`config.mk`:
```
export PLATFORM = sky130hd
export DESIGN_NAME = feed_forward_layer_controller
export DESIGN_NICKNAME = d
export VERILOG_FILES = /design/src/rtl/ff_layer_pkg.sv /design/src/rtl/feed_forward_layer_controller.sv
export SDC_FILE = /design/constraint.sdc
export NUM_CORES = 1
export LEC_CHECK = 0
export BUFFER_PORTS_ARGS = -buffer_cell sky130_fd_sc_hd__buf_2
export CAP_MARGIN = 10
export CORE_MARGIN = 1.5
export CORE_UTILIZATION = 35
export CTS_CLUSTER_SIZE = 12
export DETAILED_ROUTE_END_ITERATION = 16
export PLACE_DENSITY = 0.73
export SETUP_SLACK_MARGIN = 0.5
export SKIP_CTS_REPAIR_TIMING = 1
export SYNTH_ARGS = -nofsm -noshare
export SYNTH_HDL_FRONTEND = slang
export SYNTH_SLANG_ARGS = --single-unit
```
`constraint.sdc`:
```
create_clock -name clk -period 2 [get_ports clk]
set_input_delay 0.2 -clock clk [delete_from_list [all_inputs] [get_ports clk]]
set_output_delay 0.2 -clock clk [all_outputs]
set_load 0.1 [all_outputs]
```
`src/rtl/ff_layer_pkg.sv`:
```
// rtl/ff_layer_pkg.sv - shared types, constants and address helper for the layer controller
package ff_layer_pkg;

    typedef enum logic [2:0] {
        IDLE,
        LOAD,
        DRAIN,
        WAIT,
        WRITE,
        DONE
    } state_t;

    localparam logic [31:0] ZERO = 32'h0000_0000;

    // Each node owns a row of n_in weights followed by its bias.
    function automatic logic [31:0] weight_addr(
        input logic [31:0] node,
        input logic [31:0] beat,
        input logic [31:0] n_in
    );
        return node * (n_in + 32'd1) + beat;
    endfunction

endpackage

```
`src/rtl/feed_forward_layer_controller.sv`:
```
// rtl/feed_forward_layer_controller.sv - sequences one fully connected layer through a single node
module feed_forward_layer_controller
    import ff_layer_pkg::*;
#(
    parameter int DATA_WIDTH            = 32,
    parameter int ADDRESS_WIDTH         = 5,
    parameter int NUMBER_OF_INPUT_NODE  = 2,
    parameter int NUMBER_OF_OUTPUT_NODE = 4
) (
    input  logic                     clk,
    input  logic                     rst_n,
    input  logic                     i_start,
    output logic                     o_busy,
    output logic                     o_done,
    output logic                     o_error,
    output logic                     o_data_rd,
    output logic [ADDRESS_WIDTH-1:0] o_data_addr,
    input  logic [DATA_WIDTH-1:0]    i_data_ram,
    output logic                     o_weight_rd,
    output logic [ADDRESS_WIDTH-1:0] o_weight_addr,
    input  logic [DATA_WIDTH-1:0]    i_weight_ram,
    output logic                     o_node_valid,
    output logic [DATA_WIDTH-1:0]    o_node_data,
    output logic [DATA_WIDTH-1:0]    o_node_weight,
    input  logic                     i_node_valid,
    input  logic [DATA_WIDTH-1:0]    i_node_data,
    output logic                     o_result_we,
    output logic [ADDRESS_WIDTH-1:0] o_result_addr,
    output logic [DATA_WIDTH-1:0]    o_result_data
);

    localparam logic [ADDRESS_WIDTH-1:0] LAST_BEAT = ADDRESS_WIDTH'(NUMBER_OF_INPUT_NODE);
    localparam logic [ADDRESS_WIDTH-1:0] LAST_NODE = ADDRESS_WIDTH'(NUMBER_OF_OUTPUT_NODE - 1);
    localparam logic [DATA_WIDTH-1:0]    FP_ZERO   = DATA_WIDTH'(ZERO);

    if (NUMBER_OF_OUTPUT_NODE * (NUMBER_OF_INPUT_NODE + 1) > (1 << ADDRESS_WIDTH)) begin : g_size_check
        $error("weight table does not fit in ADDRESS_WIDTH");
    end

    state_t                   state;
    state_t                   next_state;
    logic [ADDRESS_WIDTH-1:0] node_idx;
    logic [ADDRESS_WIDTH-1:0] beat_idx;
    logic                     beat_valid_d;
    logic                     input_beat_d;
    logic [DATA_WIDTH-1:0]    result_q;
    logic                     error_q;

    always_ff @(posedge clk or negedge rst_n) begin
        if (!rst_n) begin
            state <= IDLE;
        end else begin
            state <= next_state;
        end
    end

    always_comb begin
        next_state    = state;
        o_busy        = 1'b0;
        o_done        = 1'b0;
        o_data_rd     = 1'b0;
        o_data_addr   = '0;
        o_weight_rd   = 1'b0;
        o_weight_addr = '0;
        o_result_we   = 1'b0;
        o_result_addr = '0;
        o_result_data = '0;
        case (state)
            IDLE: begin
                if (i_start) next_state = LOAD;
            end
            LOAD: begin
                o_busy        = 1'b1;
                o_weight_rd   = 1'b1;
                o_weight_addr = ADDRESS_WIDTH'(weight_addr(32'(node_idx), 32'(beat_idx),
                                                           32'(NUMBER_OF_INPUT_NODE)));
                // The bias beat has no matching input word, so the data RAM stays idle.
                if (beat_idx != LAST_BEAT) begin
                    o_data_rd   = 1'b1;
                    o_data_addr = beat_idx;
                end else begin
                    next_state  = DRAIN;
                end
            end
            DRAIN: begin
                o_busy     = 1'b1;
                next_state = WAIT;
            end
            WAIT: begin
                o_busy = 1'b1;
                if (i_node_valid) next_state = WRITE;
            end
            WRITE: begin
                o_busy        = 1'b1;
                o_result_we   = 1'b1;
                o_result_addr = node_idx;
                o_result_data = result_q;
                next_state    = (node_idx == LAST_NODE) ? DONE : LOAD;
            end
            DONE: begin
                o_done     = 1'b1;
                next_state = IDLE;
            end
            default: next_state = IDLE;
        endcase
    end

    always_ff @(posedge clk or negedge rst_n) begin
        if (!rst_n) begin
            node_idx     <= '0;
            beat_idx     <= '0;
            beat_valid_d <= 1'b0;
            input_beat_d <= 1'b0;
            result_q     <= '0;
            error_q      <= 1'b0;
        end else begin
            beat_valid_d <= o_weight_rd;
            input_beat_d <= o_data_rd;
            error_q      <= i_node_valid && (state != WAIT);
            case (state)
                IDLE: begin
                    if (i_start) begin
                        node_idx <= '0;
                        beat_idx <= '0;
                    end
                end
                LOAD: begin
                    if (beat_idx != LAST_BEAT) beat_idx <= beat_idx + 1'b1;
                end
                WAIT: begin
                    if (i_node_valid) result_q <= i_node_data;
                end
                WRITE: begin
                    if (node_idx != LAST_NODE) begin
                        node_idx <= node_idx + 1'b1;
                        beat_idx <= '0;
                    end
                end
                default: ;
            endcase
        end
    end

    // RAM words arrive one cycle after the read, aligned with the delayed strobes.
    assign o_node_valid  = beat_valid_d;
    assign o_node_weight = beat_valid_d ? i_weight_ram : FP_ZERO;
    assign o_node_data   = input_beat_d ? i_data_ram : FP_ZERO;
    assign o_error       = error_q;

endmodule

```
; After elaboration in Yosys (flattened, before gate mapping)
; Cells that the tools add are included.
[word_totals]
register_bits = 48
wordCells = 58
romBits = 0
mem_bits_rw = 0
memories = 0
latch_bits = 0
out_inout_bits = 118
[classes]
addsub = 3
n_bitwise = 0
reduce_logical = 9
div_mod_pow = 0
n_eq_ne = 14
shift = 0
n_mux = 24
multipliers = 1
n_lt_le_gt_ge = 0
[op_table]
columns = operator, n
row1 = $mux W32, 3
row2 = $mux W5, 8
row3 = $pmux W3 S5, 1
row4 = $pmux W5 S3, 1
row5 = $mux W3, 4
row6 = $add A5 B1 Y5 const B, 2
row7 = $ne A2 B2 Y1 const B, 5
row8 = $ne A5 B2 Y1 const B, 2
row9 = $pmux W5 S2, 1
row10 = $eq A3 B2 Y1 const B, 2
row11 = $eq A3 B3 Y1 const B, 2
row12 = $mux W1, 6
row13 = $reduce_and A3 Y1, 2
row14 = $add A5 B5 Y5, 1
row15 = $eq A5 B2 Y1 const B, 1
row16 = $mul A5 B2 Y5 const B, 1
row17 = $reduce_and A4 Y1, 1
row18 = $reduce_or A4 Y1, 1
row19 = $eq A3 B1 Y1 const B, 1
row20 = $logic_not A3 Y1, 1
row21 = $ne A3 B2 Y1 const B, 1
row22 = $reduce_bool A3 Y1, 1
row23 = $reduce_and A2 Y1, 1
row24 = $reduce_bool A2 Y1, 1
row25 = $logic_and A1 B1 Y1, 1

; Logic depth before layout (Yosys ltp)
; Gate-level depths: netlist of the first run.
[logic_depth]
depth_word = 3
depth_mapped = 7

; Least setup slack after synthesis of the first run
; OpenSTA, ideal clock, no wires.
[synth_path]
path_type = reg2out
start = reg state[2]
end = out o_data_addr[1]
path_buffers = 2
required_time_ns = 1.800
stages_incl_launch_ff = 6
path_slack_ns = -1.464
arrival_ns = 3.264
cell_sequence = dfrtp_1 -> buf_6 -> or3b_1 -> buf_2 -> nor2_1 -> and2_1
[synth_via]
elab_chain_cells = 2
[synth_rtl]
columns = item, line_no
row1 = from (decl), feed_forward_layer_controller.sv:40  ; state_t state;
row2 = from (signal assigned), feed_forward_layer_controller.sv:53  ; state <= next_state;
row3 = $eq A3 B1 Y1, feed_forward_layer_controller.sv:68  ; case (state)
row4 = $mux W5, feed_forward_layer_controller.sv:68
row5 = to (decl), feed_forward_layer_controller.sv:17  ; output logic [ADDRESS_WIDTH-1:0] o_data_addr,
; Every way passes these cells.

; Final worst setup path of the first run
[layout_path]
start = reg node_idx[1]
end = out o_weight_addr[2]
[layout_via]
elab_chain_cells = 3
[layout_rtl]
columns = item, line_no
row1 = from (decl), feed_forward_layer_controller.sv:42  ; logic [ADDRESS_WIDTH-1:0] node_idx;
row2 = from (signal assigned), feed_forward_layer_controller.sv:135  ; node_idx <= node_idx + 1'b1;
row3 = $mul A5 B2 Y5, ff_layer_pkg.sv:21  ; return node * (n_in + 32'd1) + beat;
row4 = $add A5 B5 Y5, ff_layer_pkg.sv:21
row5 = $mux W5, feed_forward_layer_controller.sv:68
row6 = to (decl), feed_forward_layer_controller.sv:20  ; output logic [ADDRESS_WIDTH-1:0] o_weight_addr,
; Every way passes these cells.

==> results of run 1 <==
[logic make-up (layout without fill, tap and decap cells)]
| family | count (synthesis) | in the layout |
|---|---|---|
| AO/OA/AOI/OAI | 21 | 21 |
| XOR/XNOR | 6 | 6 |
| adder cells (fa/ha/maj) | 14 | 14 |
| buffers and inverters | 26 | 298 |
| flip-flops | 48 | 48 |
| multiplexers | 36 | 36 |
| AND/OR/NAND/NOR | 141 | 142 |
[cells in the final DEF (no fill, tap or decap), types with 3 or more instances in the layout]
master                      instances
sky130_fd_sc_hd__ha_1               5
sky130_fd_sc_hd__buf_8              5
sky130_fd_sc_hd__ha_4               3
sky130_fd_sc_hd__and2_4           108
sky130_fd_sc_hd__xor2_1             3
sky130_fd_sc_hd__mux2_4             8
sky130_fd_sc_hd__clkbuf_8           5
sky130_fd_sc_hd__clkbuf_16         10
sky130_fd_sc_hd__nand4b_1           3
sky130_fd_sc_hd__buf_6             25
sky130_fd_sc_hd__buf_12           123
sky130_fd_sc_hd__nand2_1            4
sky130_fd_sc_hd__nor2_1             3
sky130_fd_sc_hd__buf_2            100
sky130_fd_sc_hd__nand3_1            6
sky130_fd_sc_hd__buf_4             20
sky130_fd_sc_hd__dfrtp_2            7
sky130_fd_sc_hd__dfrtp_1           39
sky130_fd_sc_hd__mux2_2            26
[stage by stage]
stage / total power [mW] / instance area (um2) / util [%] / TNS (ns)
after floorplan: 8.46 / 3460 / - / -1.27
after detailed placement: 10.4 / 5430 / 65.5 / -0.462
after global routing: 14.7 / 7460 / 89.9 / -4.51
after CTS: 11.2 / 5550 / 66.8 / -1.62
final: 14.3 / 7460 / 89.9 / -2.70
after global placement: 10.3 / 5430 / 65.5 / -0.347
[cell type report]
type | count | area, um2 | area share, %
clock buffer | 5 | 68.8 | 0.923
clock inverter | 3 | 46.3 | 0.621
inverter | 6 | 37.5 | 0.503
multi-input combinational | 219 | 2230 | 29.8
sequential | 48 | 1220 | 16.3
tap | 105 | 131 | 1.76
timing repair buffer | 284 | 3730 | 50.0
[worst max-delay path, cell delays in order (launching register included)]
cell and delay [ns]:
sky130_fd_sc_hd__dfrtp_2 0.47, sky130_fd_sc_hd__fa_1 0.52, sky130_fd_sc_hd__ha_4 0.20, sky130_fd_sc_hd__fa_2 0.51, sky130_fd_sc_hd__and2_4 0.15, sky130_fd_sc_hd__buf_12 0.16
[where the power goes]
part           switching [mW]  internal [mW]
combinational            6.85           4.90
clock                   0.359          0.377
sequential              0.396           1.45
[path summary, 6_finish.rpt]
| path | from | to | slack (ns) | cells after the start |
|---|---|---|---|---|
| worst max-delay path | node_idx[1] | o_weight_addr[2] | -0.51 | 5 |
| worst min-delay path | i_node_data[20] | result_q[20] | 0.12 | 2 |
| worst max register to register | node_idx[2] | beat_idx[2] | 0.02 | 8 |
| worst min register to register | result_q[11] | result_q[11] | 0.52 | 1 |
| max in group asynchronous | rst_n | result_q[27] | 1.05 | 3 |
| min in group asynchronous | rst_n | beat_idx[3] | 0.40 | 2 |
[routing by layer]
layer  global-route usage, %  wire length, um  up-vias  share of wire [%]
li1                        -                -     1520                  -
met1                    22.2             5230     1734                 34
met2                    37.6             8160      188                 53
met3                    7.19             1420       46                9.1
met4                    3.92              730        0                4.7
met5                       0                0        -                  0
[registers in the layout, indices dropped and copies added (netlist names)]
| signal | flops |
|---|---|
| beat_idx | 5 |
| input_beat_d | 1 |
| node_idx | 5 |
| o_error | 1 |
| o_node_valid | 1 |
| result_q | 32 |
| state | 3 |
==> impl.org, run 1 <==
** Logic synthesis
- Yosys top cell area share :: 39.5%
- Gate count after technology mapping :: 292
- Combinational family with the most area after synthesis :: simple AND/OR/NAND/NOR gates
- Summing the areas of all compound-gate instances in the mapped netlist gives 5.19% of the synthesized area.
- Area of the mapped netlist :: 3040 um2
- For this run, the number of Yosys warnings is 0.
- Counting flops with an async set or reset pin after synthesis yields a share of 100%.
- Most area-consuming cells after synthesis :: sky130_fd_sc_hd__dfrtp_1 (40%), sky130_fd_sc_hd__and2_1 (22%), sky130_fd_sc_hd__mux2_2 (13%)
- Yosys instantiated no cell more often than sky130_fd_sc_hd__and2_1.
- Main synth FF type :: sky130_fd_sc_hd__dfrtp_1
- Multiplexer area fraction after synthesis :: 13.3%
- Average cell area after synthesis :: 10.4 um2
- sky130_fd_sc_hd__dfrtp_1 takes more of the synthesized area than any other cell.
- Counting flops with a built-in enable in the synthesized netlist gives 0.
- Area share of fa/ha/maj cells after synthesis :: 6.75%
- Of the synthesized area, sequential elements account for 39.5%.
- Synthesized netlist net count :: 406
- The synthesized netlist devotes 1.73% of its cell area to XOR and XNOR gates.
- In this run, synthesis produced a sequential element count of 48.
- After synthesis, the netlist uses 45 different library cells.
- Basic-gate share of the synthesized area counting and, or, nand and nor cells :: 28.9%
- Cell types with the highest counts after synthesis :: sky130_fd_sc_hd__and2_1 (108), sky130_fd_sc_hd__dfrtp_1 (48), sky130_fd_sc_hd__mux2_2 (34)

** Floorplan
- In this run the core area contains 33 standard-cell rows.
- Die extent in x :: 96.2 um
- Core outline area :: 8300 um2
- The initial utilization of the core area, before any placement, comes to 36.6%.
- Die area :: 9250 um2
- Chip height :: 96.2 um
- During I/O placement, the number of pins put on the boundary was 218.

** Finish
- Number of filler instances in the final layout :: 297
- Area growth syn-to-layout :: 145%
- The final layout contains 678 nets.
- The repair_antennas step left the layout with diodes totalling 0.
- Share of post-route cells with drive strength above 1 :: 84.2%
- Final non-filler cell total :: 670

** Power and ir drop
- Cell leakage power :: 3.55 nW
- In this run the power density over the cells is 1920 nW/um2.
- Worst VDD drop :: 1390 uV

** Global route
- The number of antenna violations at the first check in global routing was 0.
- Pin count of the biggest net entering global routing :: 41
- Wire length of the first global-routing pass :: 14.3 mm
- Tot GR Track Use :: 20.3%
- The number of global-route vias before repair is 2933.
- After global routing the overflow that remains totals 0.

** Drt
- Total number of vias :: 3488
- Count of antenna-violating nets left after detailed routing :: 0
- DRT Wirelength :: 15.5 mm
- The first routing iteration left 148 violations.
- TritonRoute pass-1 iters :: 4
- In the routed design, unresolved DRC markers number 0.
- Routed length per placed instance :: 23.2 um
- In the routed layout, each cell is associated on average with a via count of 5.21.

** Clock network
- TritonCTS built the clock tree.
- No sink is reached through more buffers than the 2 on the longest clock path.
- Clock slew at the register clock pins of the worst setup and hold paths :: 0.10 ns
- The H-tree generated during clock tree synthesis spans 2 levels.
- Count of clock tree sinks :: 48
- The tree is rooted in a sky130_fd_sc_hd__clkbuf_8.
- Cts bufs inserted :: 5
- The clock reaches the later pin of the worst-skew pair after 0.31 ns.

** STA
- The hold violation count in the final report was 0.
- Static timing analysis puts the maximum clock frequency at 0.398 GHz.
- For the finished layout, the period the worst path requires is 2.51 ns.
- Dividing the final minimum period by the clock period gives 126%.
- Across all setup checks in the final design, the least slack found is -0.514 ns.
- Slew margin rel. :: 50.8%
- Setup repair after global routing missed its margin :: yes
- Post-Route Hold Slack :: 0.117 ns
- The number of pins with negative max-slew slack in the final report came to 0.
- Maximum clock skew at final layout :: 0.00592 ns
- Slew of the pin with the lowest slew margin :: 0.735 ns
- Final setup violation count :: 44

** Flow run
- Max-cap check violation count :: 0

** Status
- Status :: complete, but fails checks
- Violations in the final reports :: setup timing

** Critical path
- Critical path arrival :: 2.31 ns
- Data required time at the worst endpoint :: 1.80 ns
- Critical path capture point type :: primary output
- In this run the worst path has a maximum fanout of 3.
- By startpoint and endpoint, the worst setup path is classified as reg2out.
- Category of the worst setup path launch point :: flip-flop

** Worst hold path
- Worst hold path class :: in2reg

** Placement
- Number of port buffers :: 217
- Placement Setup Slack :: -0.162 ns
- The congestion estimate from routability-driven global placement came to 0.777.
- Cell total after placement :: 610
- Detailed Place HPWL :: 7.98 mm
No activity file was read; power rests on OpenSTA's default activity.
==> inputs of run 2 (changes only) <==
--- a/config.mk
+++ b/config.mk
@@ -12,6 +12,7 @@
 export CTS_CLUSTER_SIZE = 12
 export DETAILED_ROUTE_END_ITERATION = 16
 export PLACE_DENSITY = 0.73
+export REMOVE_ABC_BUFFERS = 1
 export SETUP_SLACK_MARGIN = 0.5
 export SKIP_CTS_REPAIR_TIMING = 1
 export SYNTH_ARGS = -nofsm -noshare
==> constraint.sdc (replaced) <==
create_clock -name clk -period 2.3 [get_ports clk]
set_input_delay 0.23 -clock clk [delete_from_list [all_inputs] [get_ports clk]]
set_output_delay 0.23 -clock clk [all_outputs]
set_load 0.1 [all_outputs]
==> run 2 against run 1 <==
Effect of this change:
- the run ends with hold timing, setup timing left
- global-route usage up 0.79 points
- wire length shrank 22%
- core utilization is 19 points lower
- register-to-register slack better by 0.39 ns
- sequential share of layout area up 4.2 points
- die area did not move
==> impl.org, run 2 (synthesis gave the netlist of run 1 again) <==
** Drt
- Count of antenna-violating nets left after detailed routing :: 0
- The detailed router placed 3239 vias in this run.
- The first routing iteration left 108 violations.
- Vias/cell :: 4.93
- DRT Wirelength :: 12.2 mm
- In the routed design, unresolved DRC markers number 0.
- The first detailed-routing pass took 4 iterations.
- In the final routed layout, each cell accounts on average for 18.5 um.

** Global route
- Wire length of the first global-routing pass :: 14.5 mm
- Global routing consumed, over all layers together, 21.1% of the routing resources.
- Entering global routing, the biggest net connects 41 pins.
- Global-route congestion overflow total :: 0
- Initial antenna violation count :: 0
- The number of global-route vias before repair is 2854.

** Critical path
- Worst R2R Start :: node_idx[1]
- In this run the worst setup path terminates at o_weight_addr[3].
- Launching element of the worst setup path :: node_idx[0]
- Data on the critical path is required at its endpoint by 2.07 ns.
- Counting cells, the worst reg-to-reg path comes to 5.
- Critical path capture point type :: primary output
- The worst setup path is launched from a flip-flop.
- Endpoint of the most critical register-to-register path :: beat_idx[2]
- STA puts the critical path data arrival time at 2.34 ns.
- Internal reg-to-reg setup slack :: 0.41 ns
- Of all nets on the critical path, the largest fanout is 2.
- The critical path in this run is classified as reg2out.

** STA
- Setup repair after global routing missed its margin :: yes
- Slew of the pin with the lowest slew margin :: 0.684 ns
- The final critical path takes up 112% of the cycle.
- Subtracting the final worst setup slack from the clock period gives 2.57 ns.
- Max-slew violations :: 0
- Post-Route Hold Slack :: -0.0424 ns
- Maximum clock skew at final layout :: 0.0108 ns
- Highest clock frequency the design can meet :: 0.389 GHz
- Setup slack on the critical path of the routed design comes to -0.271 ns.
- Final setup violation count :: 3
- Slew margin rel. :: 54.4%
- Sum Neg Setup Slack :: -0.661 ns
- Hold Violations, Final :: 26

** Clock network
- Clock tree synthesis found a total of 48 sinks.
- Maximum clock insertion buffer count :: 2
- Clock-pin slew was measured on the worst setup and hold paths at 0.10 ns.
- CTS root buffer :: sky130_fd_sc_hd__clkbuf_8
- TritonCTS created 5 clock buffers.
- Clock network latency to the later pin of the worst-skew pair :: 0.31 ns
- CTS built an H-tree with a depth of 2.
- TritonCTS built the clock tree.

** Finish
- Number of nets in the final layout :: 665
- Most frequent cells in the layout :: sky130_fd_sc_hd__buf_2 (157), sky130_fd_sc_hd__and2_1 (65), sky130_fd_sc_hd__buf_12 (53)
- Largest register FFs :: 32
- Area growth syn-to-layout :: 94.1%
- Leaving out fill and tap cells, the most frequent cell in the layout is sky130_fd_sc_hd__buf_2.
- 0 antenna diodes ended up in the layout.
- Number of filler instances in the final layout :: 594
- In the final layout, the registers with the most flip-flops are result_q: 32 flops, beat_idx: 5 flops, node_idx: 5 flops.
- result_q holds more flip-flops than any other register.
- Share of post-route cells with drive strength above 1 :: 70.7%

** Floorplan
- 218 I/O pins were placed.
- Core outline area :: 8300 um2
- Initial standard-cell utilization of the core :: 36.6%
- Die extent in x :: 96.2 um
- The die covers 9250 um2.
- FP Rows :: 33
- Chip height :: 96.2 um

** Placement
- The count of buffers added on input and output ports is 217.
- After legalization and detailed placement, the total HPWL measured 8.29 mm.
- The congestion estimate from routability-driven global placement came to 0.871.

** Status
- Status :: complete, but fails checks
- Violations in the final reports :: hold timing, setup timing

** Worst hold path
- The tightest min-delay check is of the in2async type.

** Flow run
- The tool flagged a number of max-cap violations equal to 0.
-- run 2: changes by cell type in the layout (fill, tap and decap cells not counted), moves of 5 or more --
cell	previous run	this run
sky130_fd_sc_hd__and2_1	1	65
sky130_fd_sc_hd__mux2_2	26	33
sky130_fd_sc_hd__buf_12	123	53
sky130_fd_sc_hd__buf_8	5	0
sky130_fd_sc_hd__clkbuf_4	0	9
sky130_fd_sc_hd__and2_4	108	44
sky130_fd_sc_hd__mux2_4	8	1
sky130_fd_sc_hd__buf_6	25	14
sky130_fd_sc_hd__buf_2	100	157
sky130_fd_sc_hd__buf_4	20	32
sky130_fd_sc_hd__clkbuf_16	10	4
-- run 2: routing by layer --
layer / track usage, % / vias to the layer above / part of all wire [%] / wire, um
li1: - / 1490 / - / -
met1: 20.8 / 1560 / 33 / 4070
met2: 39.9 / 162 / 53 / 6500
met3: 8.06 / 27 / 11 / 1290
met4: 6.99 / 0 / 2.7 / 325
met5: 0 / - / 0 / 0
-- run 2: critical path, stage by stage (launching register included) --
cell	delay, ns
sky130_fd_sc_hd__dfrtp_1	0.42
sky130_fd_sc_hd__fa_1	0.49
sky130_fd_sc_hd__ha_2	0.20
sky130_fd_sc_hd__fa_2	0.36
sky130_fd_sc_hd__xnor2_2	0.16
sky130_fd_sc_hd__nor2_2	0.20
sky130_fd_sc_hd__buf_12	0.20
-- run 2: layout make-up --
cell class,instances,area [um2],share of cell area [%]
clock buffers,6,82.6,1.40
clock inverters,2,38.8,0.658
inverters,6,22.5,0.382
multi-input cells,219,1980,33.6
flip-flops and latches,48,1210,20.6
well taps,105,131,2.23
repair buffers,271,2430,41.2
-- run 2: stage by stage --
stage	util (%)	hold slack [ns]	setup WS (ns)	area [um2]	std cells
floorplan	-	-0.0656	-3.10	2920	272
global placement	60.3	0.295	0.0598	5010	609
detailed placement	60.3	0.302	0.000279	5010	609
CTS	61.8	-0.0384	-0.347	5130	617
global route	71.0	0.00205	-0.334	5900	657
finish	71.0	-0.0424	-0.271	5900	657
-- run 2: how the worst min path moves through the flow --
stage / from / end / slack (ns) / depth (start not counted)
2_1_floorplan: rst_n / beat_idx[0] / -0.07 / 0
3_3_place_gp: rst_n / result_q[19] / 0.30 / 1
3_5_place_dp: rst_n / result_q[11] / 0.30 / 1
4_1_cts: rst_n / result_q[11] / -0.04 / 1
5_1_grt: rst_n / result_q[16] / 0.002 / 1
6_report: rst_n / result_q[21] / -0.04 / 1
Power of run 2 is left out: the tool's default activity adds up to more than one toggle a clock period on the data nets, which glitch-free logic cannot reach.
